--- config.mk ---
export PLATFORM = sky130hd
export DESIGN_NAME = ws2801_strip_driver
export DESIGN_NICKNAME = d
export VERILOG_FILES = /design/src/rtl/ws2801_pkg.sv /design/src/rtl/ws2801_bit_serializer.sv /design/src/rtl/ws2801_strip_driver.sv
export SDC_FILE = /design/constraint.sdc
export NUM_CORES = 1
export LEC_CHECK = 0
export CAP_MARGIN = 20
export CORE_AREA = 2 2 81 83
export DETAILED_ROUTE_END_ITERATION = 6
export DIE_AREA = 0 0 83 85
export GPL_ROUTABILITY_DRIVEN = 0
export GPL_TIMING_DRIVEN = 1
export PLACE_DENSITY = 0.69
export SLEW_MARGIN = 20
export SYNTH_ARGS = -nofsm -noshare
export SYNTH_HDL_FRONTEND = slang
export SYNTH_SLANG_ARGS = --single-unit
--- constraint.sdc ---
create_clock -name i_clk -period 2.1 [get_ports i_clk]
set_input_delay 0.315 -clock i_clk [delete_from_list [all_inputs] [get_ports i_clk]]
set_output_delay 0.315 -clock i_clk [all_outputs]
set_load 0.03 [all_outputs]
--- src/rtl/ws2801_pkg.sv ---
// WS2801 strip driver: shared types and constants.
// Holds the pixel struct, FSM state enum and the serial word width.
package ws2801_pkg;

    // Bits shifted out per LED (8 red, 8 green, 8 blue).
    localparam int WS2801_BITS = 24;

    typedef struct packed {
        logic [7:0] red;
        logic [7:0] green;
        logic [7:0] blue;
    } rgb_t;

    typedef enum logic [2:0] {
        ST_IDLE,
        ST_FETCH,
        ST_LOAD,
        ST_SHIFT,
        ST_LATCH
    } ws2801_state_t;

    // Wire order on the strip: red[7] first, blue[0] last.
    function automatic logic [WS2801_BITS-1:0] rgb_pack(
        input rgb_t px
    );
        return {px.red, px.green, px.blue};
    endfunction

endpackage

--- src/rtl/ws2801_bit_serializer.sv ---
// WS2801 bit serializer: shift register, bit counter and cko divider.
// Ports:
//   i_clk, i_reset         - clock, synchronous active-high reset
//   i_load                 - capture i_word, restart at bit 23
//   i_shift                - advance the bit timing this cycle
//   i_word                 - 24-bit word to send, MSB first
//   o_sdo, o_cko           - registered serial data / clock
//   o_last_bit_done        - high in the final cycle of bit 0
module ws2801_bit_serializer
    import ws2801_pkg::*;
#(
    parameter int CLK_DIV = 4
) (
    input  logic                   i_clk,
    input  logic                   i_reset,
    input  logic                   i_load,
    input  logic                   i_shift,
    input  logic [WS2801_BITS-1:0] i_word,
    output logic                   o_sdo,
    output logic                   o_cko,
    output logic                   o_last_bit_done
);

    localparam int DW = (CLK_DIV > 1) ? $clog2(CLK_DIV) : 1;
    localparam int BW = $clog2(WS2801_BITS);

    localparam logic [DW-1:0] DIV_LAST = DW'(CLK_DIV - 1);
    localparam logic [BW-1:0] BIT_TOP  = BW'(WS2801_BITS - 1);

    logic [WS2801_BITS-1:0] r_shreg;
    logic [BW-1:0]          r_bitcnt;
    logic [DW-1:0]          r_div;
    logic                   r_cko;

    logic w_half_end;

    // Last cycle of either the low or the high half of a bit.
    assign w_half_end = i_shift && (r_div == DIV_LAST);

    assign o_last_bit_done = w_half_end && r_cko &&
                             (r_bitcnt == '0);

    // The shift register MSB is the data pin. After 24 shifts it
    // holds only zeros, so sdo idles low between LEDs and frames.
    assign o_sdo = r_shreg[WS2801_BITS-1];
    assign o_cko = r_cko;

    always_ff @(posedge i_clk) begin
        if (i_reset) begin
            r_shreg  <= '0;
            r_bitcnt <= '0;
            r_div    <= '0;
            r_cko    <= 1'b0;
        end else if (i_load) begin
            r_shreg  <= i_word;
            r_bitcnt <= BIT_TOP;
            r_div    <= '0;
            r_cko    <= 1'b0;
        end else if (i_shift) begin
            if (w_half_end) begin
                r_div <= '0;
                r_cko <= ~r_cko;
                // Falling cko and the next data bit change together,
                // giving a full low half of setup before the rise.
                if (r_cko) begin
                    r_shreg <= {r_shreg[WS2801_BITS-2:0], 1'b0};
                    if (r_bitcnt != '0) begin
                        r_bitcnt <= r_bitcnt - BW'(1);
                    end
                end
            end else begin
                r_div <= r_div + DW'(1);
            end
        end
    end

endmodule

--- src/rtl/ws2801_strip_driver.sv ---
// WS2801 strip driver: fetches one RGB word per LED from a frame
// buffer, serializes it on sdo/cko, then holds cko low to latch.
// Ports:
//   i_clk, i_reset  - clock, synchronous active-high reset
//   i_start         - level request to send one frame
//   o_busy          - state is not IDLE
//   o_done          - one-cycle pulse after a frame's latch gap
//   o_rd_en         - frame-buffer read strobe
//   o_rd_addr       - LED index (0 = nearest the controller)
//   i_rd_data       - RGB word, valid the cycle after o_rd_en
//   o_sdo, o_cko    - serial data / clock to the first LED
// Build option: define WS2801_AUTO_REFRESH_EN to loop frames
// continuously after one start until reset.
module ws2801_strip_driver
    import ws2801_pkg::*;
#(
    parameter int LEDS         = 50,
    parameter int CLK_DIV      = 4,
    parameter int LATCH_CYCLES = 30000,
    localparam int AW = (LEDS > 1) ? $clog2(LEDS) : 1
) (
    input  logic          i_clk,
    input  logic          i_reset,
    input  logic          i_start,
    output logic          o_busy,
    output logic          o_done,
    output logic          o_rd_en,
    output logic [AW-1:0] o_rd_addr,
    input  logic [23:0]   i_rd_data,
    output logic          o_sdo,
    output logic          o_cko
);

    localparam int LW = $clog2(LATCH_CYCLES + 1);

    localparam logic [AW-1:0] IDX_LAST = AW'(LEDS - 1);
    localparam logic [LW-1:0] LAT_LAST = LW'(LATCH_CYCLES - 1);

    ws2801_state_t r_state;
    logic [AW-1:0] r_idx;
    logic [LW-1:0] r_lat;
    logic          r_rd_en;
    logic [AW-1:0] r_rd_addr;
    logic          r_done;
    // Set by a start request; a reset-entered latch has it clear,
    // which suppresses done (and auto refresh) for that gap.
    logic          r_armed;

    rgb_t          w_pixel;
    logic          w_load;
    logic          w_shift;
    logic          w_last_bit;

    assign w_pixel = i_rd_data;
    assign w_load  = (r_state == ST_LOAD);
    assign w_shift = (r_state == ST_SHIFT);

    assign o_busy    = (r_state != ST_IDLE);
    assign o_done    = r_done;
    assign o_rd_en   = r_rd_en;
    assign o_rd_addr = r_rd_addr;

    ws2801_bit_serializer #(
        .CLK_DIV (CLK_DIV)
    ) u_ser (
        .i_clk           (i_clk),
        .i_reset         (i_reset),
        .i_load          (w_load),
        .i_shift         (w_shift),
        .i_word          (rgb_pack(w_pixel)),
        .o_sdo           (o_sdo),
        .o_cko           (o_cko),
        .o_last_bit_done (w_last_bit)
    );

    always_ff @(posedge i_clk) begin
        if (i_reset) begin
            r_state   <= ST_LATCH;
            r_idx     <= '0;
            r_lat     <= '0;
            r_rd_en   <= 1'b0;
            r_rd_addr <= '0;
            r_done    <= 1'b0;
            r_armed   <= 1'b0;
        end else begin
            r_rd_en <= 1'b0;
            r_done  <= 1'b0;
            unique case (r_state)
                ST_IDLE: begin
                    if (i_start) begin
                        r_state   <= ST_FETCH;
                        r_idx     <= '0;
                        r_rd_en   <= 1'b1;
                        r_rd_addr <= '0;
                        r_armed   <= 1'b1;
                    end
                end
                ST_FETCH: begin
                    r_state <= ST_LOAD;
                end
                ST_LOAD: begin
                    r_state <= ST_SHIFT;
                end
                ST_SHIFT: begin
                    if (w_last_bit) begin
                        if (r_idx == IDX_LAST) begin
                            r_state <= ST_LATCH;
                            r_lat   <= '0;
                        end else begin
                            r_state   <= ST_FETCH;
                            r_idx     <= r_idx + AW'(1);
                            r_rd_en   <= 1'b1;
                            r_rd_addr <= r_idx + AW'(1);
                        end
                    end
                end
                ST_LATCH: begin
                    if (r_lat == LAT_LAST) begin
                        r_lat  <= '0;
                        r_done <= r_armed;
`ifdef WS2801_AUTO_REFRESH_EN
                        if (r_armed) begin
                            r_state   <= ST_FETCH;
                            r_idx     <= '0;
                            r_rd_en   <= 1'b1;
                            r_rd_addr <= '0;
                        end else begin
                            r_state <= ST_IDLE;
                        end
`else
                        r_state <= ST_IDLE;
                        r_armed <= 1'b0;
`endif
                    end else begin
                        r_lat <= r_lat + LW'(1);
                    end
                end
                default: begin
                    r_state <= ST_IDLE;
                end
            endcase
        end
    end

endmodule

# Yosys cells after proc, flatten, opt, wreduce, memory -nomap -nowiden
# Index checks and enable logic that the tools add are counted.
dict set report op_classes {
  add_sub_neg 4
  eq_ne 12
  muxes 30
  bitwise 3
  reduce_logical 24
}
# op count
set op_table {}
lappend op_table {{24-bit two-way mux} 4}
lappend op_table {{15-bit two-way mux} 3}
lappend op_table {{15-bit case mux with 2 select lines} 1}
lappend op_table {{5-bit two-way mux} 5}
lappend op_table {{6-bit two-way mux} 3}
lappend op_table {{15-bit by 1-bit adder with 15-bit output, second input constant} 1}
lappend op_table {{15-bit == test, second input constant} 1}
lappend op_table {{3-bit case mux with 5 select lines} 1}
lappend op_table {{2-bit nonzero test} 7}
lappend op_table {{3-bit two-way mux} 4}
lappend op_table {{6-bit case mux with 2 select lines} 1}
lappend op_table {{3-bit AND reduction} 4}
lappend op_table {{4-bit AND reduction} 3}
lappend op_table {{2-bit inequality test, second input constant} 5}
lappend op_table {{6-bit by 1-bit adder with 6-bit output, second input constant} 1}
lappend op_table {{3-bit by 2-bit == test with 1-bit output, second input constant} 2}
lappend op_table {{6-bit == test, second input constant} 1}
lappend op_table {{5-bit zero test} 1}
lappend op_table {{1-bit two-way mux} 5}
lappend op_table {{5-bit nonzero test} 1}
lappend op_table {{5-bit by 1-bit subtractor with 5-bit output, second input constant} 1}
lappend op_table {{1-bit case mux with 2 select lines} 2}
lappend op_table {{3-bit by 1-bit == test with 1-bit output, second input constant} 1}
lappend op_table {{3-bit == test, second input constant} 1}
lappend op_table {{10 further kinds} 14}
dict set report totals {
  regBits 59
  in_bits 27
  word_cells 84
}

# Depth between registers and ports, before layout
dict set report logic_depth {
  depth_word 6
  ltp_mapped 7
}

# Modules after synthesis
# Synthesis repeated with hierarchy kept, for this count alone.
dict set report unflattened {
  hier_cells 344
  hier_area_um2 2939.1
}
# mod instances cells_each area_each_um2 seq_area_each_um2
set modules_own_cells {}
lappend modules_own_cells {ws2801_strip_driver 1 166 1511.4 540.5}
lappend modules_own_cells {ws2801_bit_serializer 1 178 1427.6 640.6}

# Worst setup path before layout
# Ideal clock, no wire load.
dict set report synth_timing {
  kind {reg2reg}
  start {register, netlist name o_rd_addr[0]}
  end {register r_lat[5]}
  setup_time_ns 0.120
  t_arrival_ns 1.719
  required_ns 1.980
  setup_slack_ns 0.261
  path_stages_with_launch 6
  path_buffers 0
  synth_period_minus_slack_ns 1.839
  path_cell_list {dfxtp_1 > ha_1 > and4_1 > nand4b_1 > and2_1 > a211o_1}
}
# item line_no
set synth_rtl {}
lappend synth_rtl {{end signal: assignment} ws2801_strip_driver.sv:135} ;# r_lat <= r_lat + LW'(1);
lappend synth_rtl {{end: declaration} ws2801_strip_driver.sv:41} ;# logic [LW-1:0] r_lat;

# Final worst setup path
dict set report layout_timing {
  start {register u_ser.r_bitcnt[1]}
  end {register r_rd_addr[1] (netlist: o_rd_addr[1])}
}
dict set report layout_between {
  elab_chain_cells 4
}
# item line_no
set layout_rtl {}
lappend layout_rtl {{start: declaration} ws2801_bit_serializer.sv:31} ;# logic [BW-1:0] r_bitcnt;
lappend layout_rtl {{start signal: assignment} ws2801_bit_serializer.sv:68} ;# r_bitcnt <= r_bitcnt - BW'(1);
lappend layout_rtl {{5-bit zero test} ws2801_bit_serializer.sv:41} ;# (r_bitcnt == '0);
lappend layout_rtl {{1-bit logical AND} ws2801_bit_serializer.sv:40} ;# assign o_last_bit_done = w_half_end && r_cko &&
lappend layout_rtl {{2-bit inequality test (no line)} -}
lappend layout_rtl {{4-bit AND reduction (no line)} -}
lappend layout_rtl {{end signal: assignment} ws2801_strip_driver.sv:113} ;# r_rd_addr <= r_idx + AW'(1);
lappend layout_rtl {{end: declaration} ws2801_strip_driver.sv:43} ;# logic [AW-1:0] r_rd_addr;
# Every way passes these cells.
# A chain may end at the register's enable or synchronous reset.

==> reports/metrics.yaml <==
status: "complete, no violations"
synth_area_leader_cell: "dfxtp_1"
hold_class: "flip-flop to flip-flop"
dp.cells: 465
met1_usage_pct: 24.95
dieArea_mm2: 0.007055
period_share_pct: 96.13
dieWidth_um: 83
p_switching_uw: 511.8
grt_use_met3_pct: 3.599
cp.arrival_ns: 2.24
io_buffers: 37
numCtsBuffers: 9
critPathSlowestCell: "or4b_1"
remaining_drc_errors: 0
reg2reg_depth: 6
maxSlewViolCount: 0
vias: 2827
finalSetupTns_ns: 0
cts-root-buf: "clkbuf_8"
postCtsHoldBufs: 0
fill_cells: 553
routed_wl_um: 6795
total_power_mw: 2.390
slowest_delay_ns: 0.65
cp_max_fo: 6
final-setup-viol-count: 0
r2r_end: "o_rd_addr[1]"
ir_drop_v: 0.0003588
crit_family: "simple AND/OR/NAND/NOR gates"
cp-end-kind: "flip-flop"
setup_ws_ns: 0.08129
grt_max_degree: 51
clk_latency_ns: 0.34
initial_core_util_pct: 48.05
drtIter0Drc: 150
path_cells: "inv_1, ha_1, or4b_1, nor3_4, a21oi_1, a311oi_1"
ant_nets: 0
comb_power_share_pct: 3.9
h-tree-depth: 3
clockBufferDepth: 2
cp.buffers_inverters: 1
yosysTopAreaCellShare_pct: 39.61
fin_skew_ns: 0.01010
viasPerCell: 5.877
die_y_um: 85
yosysSeqAreaShare_pct: 39.61
ys_types: 61
seqPwrFrac_pct: 47.2
synth_area_mm2: 0.002982
hold_end: "u_ser.r_div[1]"
synthFlopType: "dfxtp_1"
synthCells: 357
synth_edf_count: 0
synthTopCellsByArea: "dfxtp_1, nand2_1, a311oi_1"
final_layout_size_suffix_gt1_share_pct: 11.63
tritoncts: "built"
area_delta_synth_final_pct: 24.88
cts.sink_count: 59
drtPass1Iterations: 5
antenna_found_initial: 0
synth.avg_cell_area_um2: 8.352
grt_pass1_vias: 2603
worst_slew_pin_slew_ns: 0.7012
diodes: 0
p_clk_share_pct: 48.9
swShare_pct: 21.41
synth_fp_nets: 389
p_per_area_mw_per_mm2: 641.9
layout.nets: 431
rsz0062_at_grt: "no"
drv_cap: 0
core_mm2: 0.006205
synth_async_sr_flop_share_pct: 0
clock.fmax_ghz: 0.4954
grt-busiest-layer: "met2"
dp_hpwl_um: 4600
final_core_util_pct: 60.01
relSlewSlack_pct: 52.76
leakagePower_nw: 1.273
grt-ovfl-total: 0
worstPathRequired_ns: 2.32
critPathKind: "flip-flop to flip-flop"
place_ws_ns: 0.03953
hold_depth: 2
power.internal_mw: 1.878
reg2reg_slack_ns: 0.08
yosysWarnings: 0
wl_per_cell_um: 14.13
grt_use_met2_pct: 33.14
hold_viol: 0
grt_pass1_wl_um: 11680
reg2reg_from: "u_ser.r_bitcnt[1]"
min_from: "u_ser.r_div[1]"
gr-usage-all-layers_pct: 19.72
synth_seq_cells: 59
pin_count: 38
final_cells: 481
start_kind: "flip-flop"
rows: 29
cts.clk_slew.worst_paths_ns: 0.07
period_needed_ns: 2.019
[area by class of cell]
type	count	area [um^2]	share of cell area [%]
clock inverter	6	88.84	2.386
sequential	59	1186	31.85
timing repair buffer	51	503.0	13.51
tap	77	96.34	2.587
inverter	13	48.80	1.310
multi-input combinational	265	1663	44.66
clock buffer	10	137.6	3.696
[state kept, by name, summed over array words and instances (netlist names)]
| name | cells |
|---|---|
| r_lat | 15 |
| u_ser.r_div | 2 |
| o_rd_en | 1 |
| u_ser.r_bitcnt | 5 |
| o_rd_addr | 6 |
| o_done | 1 |
| u_ser.o_cko | 1 |
| u_ser.r_shreg | 24 |
| r_armed | 1 |
| r_state | 3 |
[cell usage in the layout, fill, tap and decap left out, types with 3 or more instances in the layout]
cell type and instances:
nand2_1 68, dfxtp_1 57, clkdlybuf4s50_1 36, nor2_1 35, a311oi_1 27, a21oi_1 17
nand3_1 16, inv_1 13, buf_4 12, clkbuf_8 10, nor3_1 9, o21ai_0 6
nand2b_1 5, a31oi_1 5, ha_1 5, a211oi_1 4, nor4_1 4, xnor2_1 4
or3_1 4, and4_1 3, and3_1 3, nand4_1 3, or4_1 3
[logic make-up (layout without fill, tap and decap cells)]
logic type	after synthesis	after routing	synth area share [%]
xor gates and xnor gates	4	4	1.175
and+or+nand+nor	174	174	30.59
buffers and inverters	33	80	4.910
adders and majority gates	5	5	2.098
AOI/OAI and AO/OA	81	81	21.23
DFF	59	59	39.61
muxes	1	1	0.3776
[Yosys cell counts (2+ instances only)]
library cell	instances
nor4_1	4
o21ai_0	6
and3_1	3
buf_2	9
clkbuf_1	7
and4_1	3
or3_1	4
nor3_1	9
a21oi_1	17
a211oi_1	4
o21ai_1	2
a41oi_4	2
xnor2_1	4
nor2b_1	2
nand3_1	16
nor3b_1	2
nand3b_1	2
nor2_1	35
nor4_4	2
a31oi_1	5
dfxtp_1	59
buf_1	2
inv_1	13
a311oi_1	27
nand2_1	68
or4_1	3
a22oi_1	2
nand2b_1	5
nand4_1	3
o31ai_1	2
ha_1	5
[power groups by stage]
stage	combinational (mW)	sequential, mW	clock (mW)
after floorplan	0.0372	1.15	0
after global placement	0.0929	1.15	0
after detailed placement	0.0933	1.15	0
after CTS	0.0937	1.13	1.18
after global routing	0.101	1.13	1.23
final	0.0932	1.13	1.17
[routing by layer]
metal	part of all wire [%]	wire, um
met1	47	3195
met2	48	3229
met3	4.0	274
met4	1.4	95
met5	0	0
[how the worst max path moves through the flow]
stage	cells after the start	slack, ns	from	end
6_report	6	0.08	u_ser.r_bitcnt[1]	o_rd_addr[1]
5_1_grt	6	0.004	u_ser.r_bitcnt[1]	o_rd_addr[1]
4_1_cts	3	0.05	r_state[0]	o_busy
3_5_place_dp	5	0.04	i_reset	r_lat[14]
3_3_place_gp	5	0.06	i_reset	r_lat[14]
2_1_floorplan	5	0.26	o_rd_addr[0]	r_lat[5]
[per-stage QoR]
stage                     cell area [um^2]  hold WS (ns)
after floorplan                       2982        0.4287
after global placement                3481        0.4461
after detailed placement              3481        0.4495
after CTS                             3710        0.4591
after global routing                  3724        0.4912
final                                 3724        0.4557
[worst register-to-register path: cells and delay by family, from the launching register on]
family | cells | cell delay, ns
AO/OA/AOI/OAI | 2 | 0.40
adder cells (fa/ha/maj) | 1 | 0.23
buffers and inverters | 1 | 0.07
flip-flops | 1 | 0.31
AND/OR/NAND/NOR | 2 | 0.89
[repair_timing]
action	in CTS	in global routing
setup endpoints to repair	1	2
buffers inserted	0	0
gates resized for setup	2	3
No activity file was read; power rests on OpenSTA's default activity.
